--- config.mk ---
export PLATFORM = sky130hd
export DESIGN_NAME = serial_frame_rx
export DESIGN_NICKNAME = d
export VERILOG_FILES = /design/src/rtl/serial_frame_rx.sv
export SDC_FILE = /design/constraint.sdc
export NUM_CORES = 1
export LEC_CHECK = 0
export ABC_AREA = 1
export CELL_PAD_IN_SITES_DETAIL_PLACEMENT = 1
export CELL_PAD_IN_SITES_GLOBAL_PLACEMENT = 1
export CORE_AREA = 2 2 49 62
export CTS_CLUSTER_SIZE = 28
export DETAILED_ROUTE_END_ITERATION = 8
export DIE_AREA = 0 0 51 64
export PLACE_DENSITY_LB_ADDON = 0.3
export RECOVER_POWER = 25
export SYNTH_ARGS = -nofsm -noshare
export SYNTH_HDL_FRONTEND = slang
export SYNTH_SLANG_ARGS = --single-unit
--- constraint.sdc ---
create_clock -name clk -period 1.8 [get_ports clk]
set_input_delay 0.45 -clock clk [delete_from_list [all_inputs] [get_ports clk]]
set_output_delay 0.45 -clock clk [all_outputs]
set_load 0.005 [all_outputs]
--- src/rtl/serial_frame_rx.sv ---
// serial_frame_rx: oversampling serial frame receiver that emits per-bit strobes for a shift buffer.
// Define SERIAL_RX_PARITY_EN to expect an even-parity bit between the data bits and the stop bit.
module serial_frame_rx #(
    parameter int unsigned NDATA = 128,
    parameter int unsigned OVS = 8,
    localparam int unsigned NDATA_LOG = $clog2(NDATA)
) (
    input  logic                 clk,
    input  logic                 rst,
    input  logic                 rxd,
    output logic                 dout,
    output logic                 ena,
    output logic [NDATA_LOG-1:0] cntout,
    output logic                 busy,
    output logic                 frame_done,
    output logic                 frame_err
);
    localparam int unsigned PW = $clog2(OVS);
    localparam logic [PW-1:0] PhCentre = PW'(OVS / 2 - 1);
    localparam logic [PW-1:0] PhVote = PW'(OVS / 2);
    localparam logic [PW-1:0] PhLast = PW'(OVS - 1);
    localparam logic [NDATA_LOG-1:0] CntLast = NDATA_LOG'(NDATA - 1);

`ifdef SERIAL_RX_PARITY_EN
    typedef enum logic [2:0] {StIdle, StStart, StData, StParity, StStop} state_e;
`else
    typedef enum logic [2:0] {StIdle, StStart, StData, StStop} state_e;
`endif

    state_e               state_q, state_d;
    logic                 sync_q, rxs_q;
    logic [1:0]           hist_q, flush_q;
    logic                 prev_q;
    logic [PW-1:0]        ph_q, ph_d;
    logic                 busy_q, busy_d;
    logic                 ena_q, ena_d;
    logic                 dout_q, dout_d;
    logic [NDATA_LOG-1:0] cnt_q, cnt_d;
    logic                 done_q, done_d;
    logic                 ferr_q, ferr_d;
    logic                 vote;
`ifdef SERIAL_RX_PARITY_EN
    logic                 par_q, par_d;
    logic                 perr_q, perr_d;
`endif

    // Majority of rxs over the three cycles ending at PhVote.
    assign vote = (hist_q[1] & hist_q[0]) | (hist_q[1] & rxs_q) | (hist_q[0] & rxs_q);

    always_ff @(posedge clk) begin
        if (rst) begin
            state_q <= StIdle;
            sync_q  <= 1'b1;
            rxs_q   <= 1'b1;
            hist_q  <= 2'b11;
            flush_q <= 2'b00;
            prev_q  <= 1'b0;
            ph_q    <= '0;
            busy_q  <= 1'b0;
            ena_q   <= 1'b0;
            dout_q  <= 1'b0;
            cnt_q   <= '0;
            done_q  <= 1'b0;
            ferr_q  <= 1'b0;
`ifdef SERIAL_RX_PARITY_EN
            par_q   <= 1'b0;
            perr_q  <= 1'b0;
`endif
        end else begin
            state_q <= state_d;
            sync_q  <= rxd;
            rxs_q   <= sync_q;
            hist_q  <= {hist_q[0], rxs_q};
            flush_q <= {flush_q[0], 1'b1};
            // prev only reports high once the synchronizer holds real line data.
            prev_q  <= rxs_q & flush_q[1];
            ph_q    <= ph_d;
            busy_q  <= busy_d;
            ena_q   <= ena_d;
            dout_q  <= dout_d;
            cnt_q   <= cnt_d;
            done_q  <= done_d;
            ferr_q  <= ferr_d;
`ifdef SERIAL_RX_PARITY_EN
            par_q   <= par_d;
            perr_q  <= perr_d;
`endif
        end
    end

    always_comb begin
        state_d = state_q;
        ph_d    = (ph_q == PhLast) ? '0 : ph_q + 1'b1;
        busy_d  = busy_q;
        ena_d   = 1'b0;
        dout_d  = dout_q;
        cnt_d   = cnt_q;
        done_d  = 1'b0;
        ferr_d  = 1'b0;
`ifdef SERIAL_RX_PARITY_EN
        par_d   = par_q;
        perr_d  = perr_q;
`endif
        unique case (state_q)
            StIdle: begin
                if (prev_q && !rxs_q) begin
                    state_d = StStart;
                    ph_d    = '0;
                end
            end
            StStart: begin
                // Confirm at the start-bit centre, enter DATA one cycle later on the vote phase.
                if (ph_q == PhCentre) begin
                    if (rxs_q) begin
                        state_d = StIdle;
                    end else begin
                        busy_d = 1'b1;
`ifdef SERIAL_RX_PARITY_EN
                        par_d  = 1'b0;
                        perr_d = 1'b0;
`endif
                    end
                end else if (ph_q == PhVote) begin
                    state_d = StData;
                end
            end
            StData: begin
                if (ph_q == PhVote) begin
                    ena_d  = 1'b1;
                    dout_d = vote;
`ifdef SERIAL_RX_PARITY_EN
                    par_d  = par_q ^ vote;
`endif
                    if (cnt_q == CntLast) begin
                        cnt_d = '0;
`ifdef SERIAL_RX_PARITY_EN
                        state_d = StParity;
`else
                        state_d = StStop;
`endif
                    end else begin
                        cnt_d = cnt_q + 1'b1;
                    end
                end
            end
`ifdef SERIAL_RX_PARITY_EN
            StParity: begin
                if (ph_q == PhVote) begin
                    perr_d  = par_q ^ vote;
                    state_d = StStop;
                end
            end
`endif
            StStop: begin
                if (ph_q == PhVote) begin
                    state_d = StIdle;
                    busy_d  = 1'b0;
`ifdef SERIAL_RX_PARITY_EN
                    done_d  = vote & ~perr_q;
                    ferr_d  = ~vote | perr_q;
`else
                    done_d  = vote;
                    ferr_d  = ~vote;
`endif
                end
            end
            default: state_d = StIdle;
        endcase
    end

    assign dout       = dout_q;
    assign ena        = ena_q;
    assign cntout     = cnt_q;
    assign busy       = busy_q;
    assign frame_done = done_q;
    assign frame_err  = ferr_q;

endmodule

After elaboration in Yosys (flattened, before gate mapping):

Cells that the tools add are included.

* register bits after elaboration: 25
* input port bits: 3

* reductions and logical operators: 9
* mux-type cells: 18
* bitwise gates (word level): 10
* equal/unequal tests: 15
* add/subtract/negate cells: 2

Operator list (number)
* 3-bit 2-to-1 mux: 10
* 2-bit != test (second input constant): 6
* 3-bit case mux with 4 select lines: 1
* 3-bit by 2-bit == test with 1-bit output (second input constant): 3
* 7-bit by 1-bit adder with 7-bit output (second input constant): 1
* 7-bit == test (second input constant): 1
* 7-bit 2-to-1 mux: 1
* 3-bit == test (second input constant): 2
* 3-bit != test (second input constant): 2
* 6-bit AND reduction: 1
* 1-bit 2-to-1 mux: 5
* 1-bit bitwise AND: 4
* 1-bit NOT: 4
* 4-bit AND reduction: 1
* 3-bit by 1-bit adder with 3-bit output (second input constant): 1
* 3-bit by 1-bit == test with 1-bit output (second input constant): 1
* 3-bit logical NOT: 1
* 3-bit OR reduction: 1
* 1-bit bitwise OR: 2
* 1-bit case mux with 2 select lines: 1
* 2-bit AND reduction: 1
* 2-bit nonzero test: 1
* 2-bit OR reduction: 1
* 1-bit logical AND: 1
* 1-bit logical NOT: 1

Logic depth before layout (Yosys ltp):

* word-level depth: 4
* mapped depth: 10

Least setup slack after synthesis:

Ideal clock, no wire load.

* path type: register to register
* from: register ph_q[0]
* to: register cnt_q[5], in the netlist cntout[5]
* period minus slack after synthesis: 1.219 ns
* arrival: 1.155 ns
* slack: 0.581 ns
* buffers on the path: 0
* data required time: 1.736 ns
* cell stages (with the launch flop): 11
* path through: dfxtp_1 -> inv_1 -> ha_1 -> nand2_1 -> nor2_8 -> nand2_4 -> nor2_4 -> nand2_1 -> nand2_1 -> inv_1 -> nor2_1

* longest elaborated chain between the ends: 2

RTL lines
* from (decl): RTL line 34 `logic [PW-1:0] ph_q, ph_d;`
* from (signal assigned): RTL line 77 `ph_q <= ph_d;`
* 3-bit == test: RTL line 128 `if (ph_q == PhVote) begin`
* 2-bit AND reduction (no line)
* to (signal assigned): RTL line 81 `cnt_q <= cnt_d;`
* to (decl): RTL line 38 `logic [NDATA_LOG-1:0] cnt_q, cnt_d;`

Every way passes these cells.
A chain may end at the register's enable or synchronous reset.

Final worst setup path:

* from: register cnt_q[2], in the netlist cntout[2]
* to: output port cntout[2]

RTL lines
* to (decl): RTL line 13 `output logic [NDATA_LOG-1:0] cntout,`

No word-level cell between the ends.

==> flow_metrics.tcl <==
set metrics [dict create \
    outcome "complete, no violations" \
    clock_sinks 24 \
    regArea_um2 480 \
    via_count 890 \
    maxSlewViolCount 0 \
    relSlewSlack 0.769 \
    viasPerCell 4.73 \
    synth_edf_count 0 \
    antenna_found_initial 0 \
    ys_types 23 \
    clockBufferDepth 2 \
    yosysSeqAreaShare 0.456 \
    place_hpwl_um 1720 \
    path_class "flop to output pin" \
    grt_pass1_vias 917 \
    die_y_um 64 \
    critPathTopFamily "buffers and inverters" \
    fill_cells 351 \
    layout-drive-gt1-share 0.0779 \
    synth_area_leaders "dfxtp_1 (46%), nand2_1 (8.9%), nor2_1 (7.5%)" \
    rows 21 \
    grt_pass1_wl_um 3840 \
    die_area_um2 3260 \
    leakage_nw 0.581 \
    io_buffers 14 \
    clk_pin_slew_ns 0.14 \
    critPathLaunchType "flop" \
    setup_viol 0 \
    cts_buffers 3 \
    synth_area_per_cell_um2 7.81 \
    syn_inst 135 \
    end_kind "output pin" \
    grt_overflow 0 \
    min_period_over_period 0.966 \
    stdcell_count 188 \
    min_path_type "flop to flop" \
    place_area_um2 1240 \
    wire_per_inst_um 11.8 \
    path_max_fanout 5 \
    gp_congestion 0.823 \
    final-hold-violation-count 0 \
    crit_buf_inv 1 \
    multi_input_area_um2 473 \
    fin_area_um2 1280 \
    rsz0062_at_grt "false" \
    postLayoutCoreUtil 0.484 \
    ys.flop_type "dfxtp_1" \
    cts-root-buf "clkbuf_4" \
    diodes 0 \
    async_flop_share 0 \
    finalCriticalPeriod_ns 1.74 \
    initial_core_util 0.397 \
    ctsHoldBuffers 0 \
    nNetsFinal 163 \
    synth_seq_cells 24 \
    synthToLayoutAreaGrowth_pct 21.8 \
    drt-total-wl_um 2210 \
    grt_max_degree 15 \
    io_pins 15 \
    syn_nets 143 \
    drtAntennaViolNets 0 \
    powerDensity_nw_per_um2 1030 \
    ys_warn_count 0 \
    cts_tree "built" \
    setup-tns-final_ns 0 \
    drt-initial-drc-count 7 \
    finalClockSkew_ns 0.0101 \
    fmax_ghz 0.575 \
    die_x_um 51 \
    post_cts_buffers 0 \
    gr-usage-all-layers 0.158 \
    crit_path_cell_trace "clkdlybuf4s50_1" \
    crit_path_top_delay_cell "clkdlybuf4s50_1" \
    drc 0 \
    yosysTopAreaCellShare 0.456 \
    cp.required_ns 1.35 \
    cap_violations 0 \
    htreeDepth 1 \
    clock_latency_ns 0.33 \
    coreArea_um2 2650 \
    ir_drop_uv 475 \
    tightest_slew_ns 0.345 \
    slowest_delay_ns 0.53 \
    whs_ns 0.423 \
    dp_cells 184 \
    syn_area_um2 1050 \
    cts_resized 0 \
    arrival_ns 1.29 \
    yosysTopAreaCell "dfxtp_1" \
    drtPass1Iterations 2 \
]
-- cell usage after synthesis (2+ instances only) --
| cell | instances |
|---|---|
| nand2_1 | 25 |
| dfxtp_1 | 24 |
| nor2_1 | 21 |
| inv_1 | 20 |
| nand3_1 | 7 |
| a21oi_1 | 5 |
| ha_1 | 5 |
| nor3_1 | 4 |
| o21a_1 | 4 |
| o21ai_0 | 3 |
| or2_2 | 3 |
| nand2_4 | 2 |
| nand4_1 | 2 |
-- report_power, final --
part	internal, mW	switching [mW]	total (mW)
clock	0.225	0.174	0.399
combinational	0.112	0.179	0.291
sequential	0.569	0.0606	0.630
-- sequential cells by signal (all words and copies together) (netlist names) --
name        count
frame_done      1
busy            1
ena             1
frame_err       1
sync_q          1
prev_q          1
cntout          7
state_q         2
rxs_q           1
flush_q         2
dout            1
hist_q          2
ph_q            3
-- worst reg2reg max path, cell delays in order (launching register included) --
cell     delay [ns]
dfxtp_1        0.35
inv_1          0.06
ha_1           0.14
nand2_1        0.16
nor2_8         0.23
nand2_1        0.08
nand2_1        0.12
inv_1          0.07
o21a_1         0.10
-- layout make-up --
cell class	count	area share
timing repair buffer	17	0.118
sequential	24	0.374
inverter	22	0.0662
tap	34	0.0331
clock inverter	1	0.0234
multi-input combinational	87	0.368
clock buffer	3	0.0175
-- path summary, 6_finish.rpt --
path | startpoint | endpoint | depth (start not counted) | slack, ns
setup / recovery | cntout[2] | cntout[2] | 1 | 0.06
hold / removal | flush_q[0] | flush_q[1] | 2 | 0.42
setup reg to reg | ph_q[0] | cntout[6] | 8 | 0.42
hold reg to reg | flush_q[0] | flush_q[1] | 2 | 0.42
-- placed cells by master, fill, tap and decap left out, drive strengths merged --
| master | count |
|---|---|
| o21bai | 1 |
| ha | 5 |
| nor3 | 4 |
| clkinv | 1 |
| and3 | 1 |
| bufinv | 1 |
| nor2 | 23 |
| a21oi | 5 |
| nand2 | 27 |
| inv | 21 |
| dfxtp | 24 |
| o21ai | 3 |
| clkbuf | 6 |
| o21a | 4 |
| dlygate4sd3 | 1 |
| nand4 | 2 |
| nand3 | 7 |
| or3 | 1 |
| clkdlybuf4s50 | 13 |
| o211ai | 1 |
| or2 | 3 |
-- routing by layer --
| metal | GRT usage | wire [µm] |
|---|---|---|
| met3 | 0.0280 | 67 |
| met5 | 0 | 0 |
| met2 | 0.292 | 1190 |
| met1 | 0.169 | 903 |
| met4 | 0.0709 | 50 |
-- kinds of logic (layout without fill, tap and decap cells) --
kind of cell	count (synthesis)	in the layout	share of synthesized area
compound gates	14	14	0.0807
fa+ha+maj	5	5	0.0593
buf+inv	24	43	0.0961
flops	24	24	0.456
simple gates	68	68	0.308
-- metrics by stage --
step           setup WS (ns)  power (mW)
5_1_grt              0.00155        1.40
6_report              0.0611        1.32
2_1_floorplan          0.581       0.885
3_5_place_dp           0.212       0.932
3_3_place_gp           0.239       0.924
4_1_cts               0.0528        1.34
No activity file was read; power rests on OpenSTA's default activity.
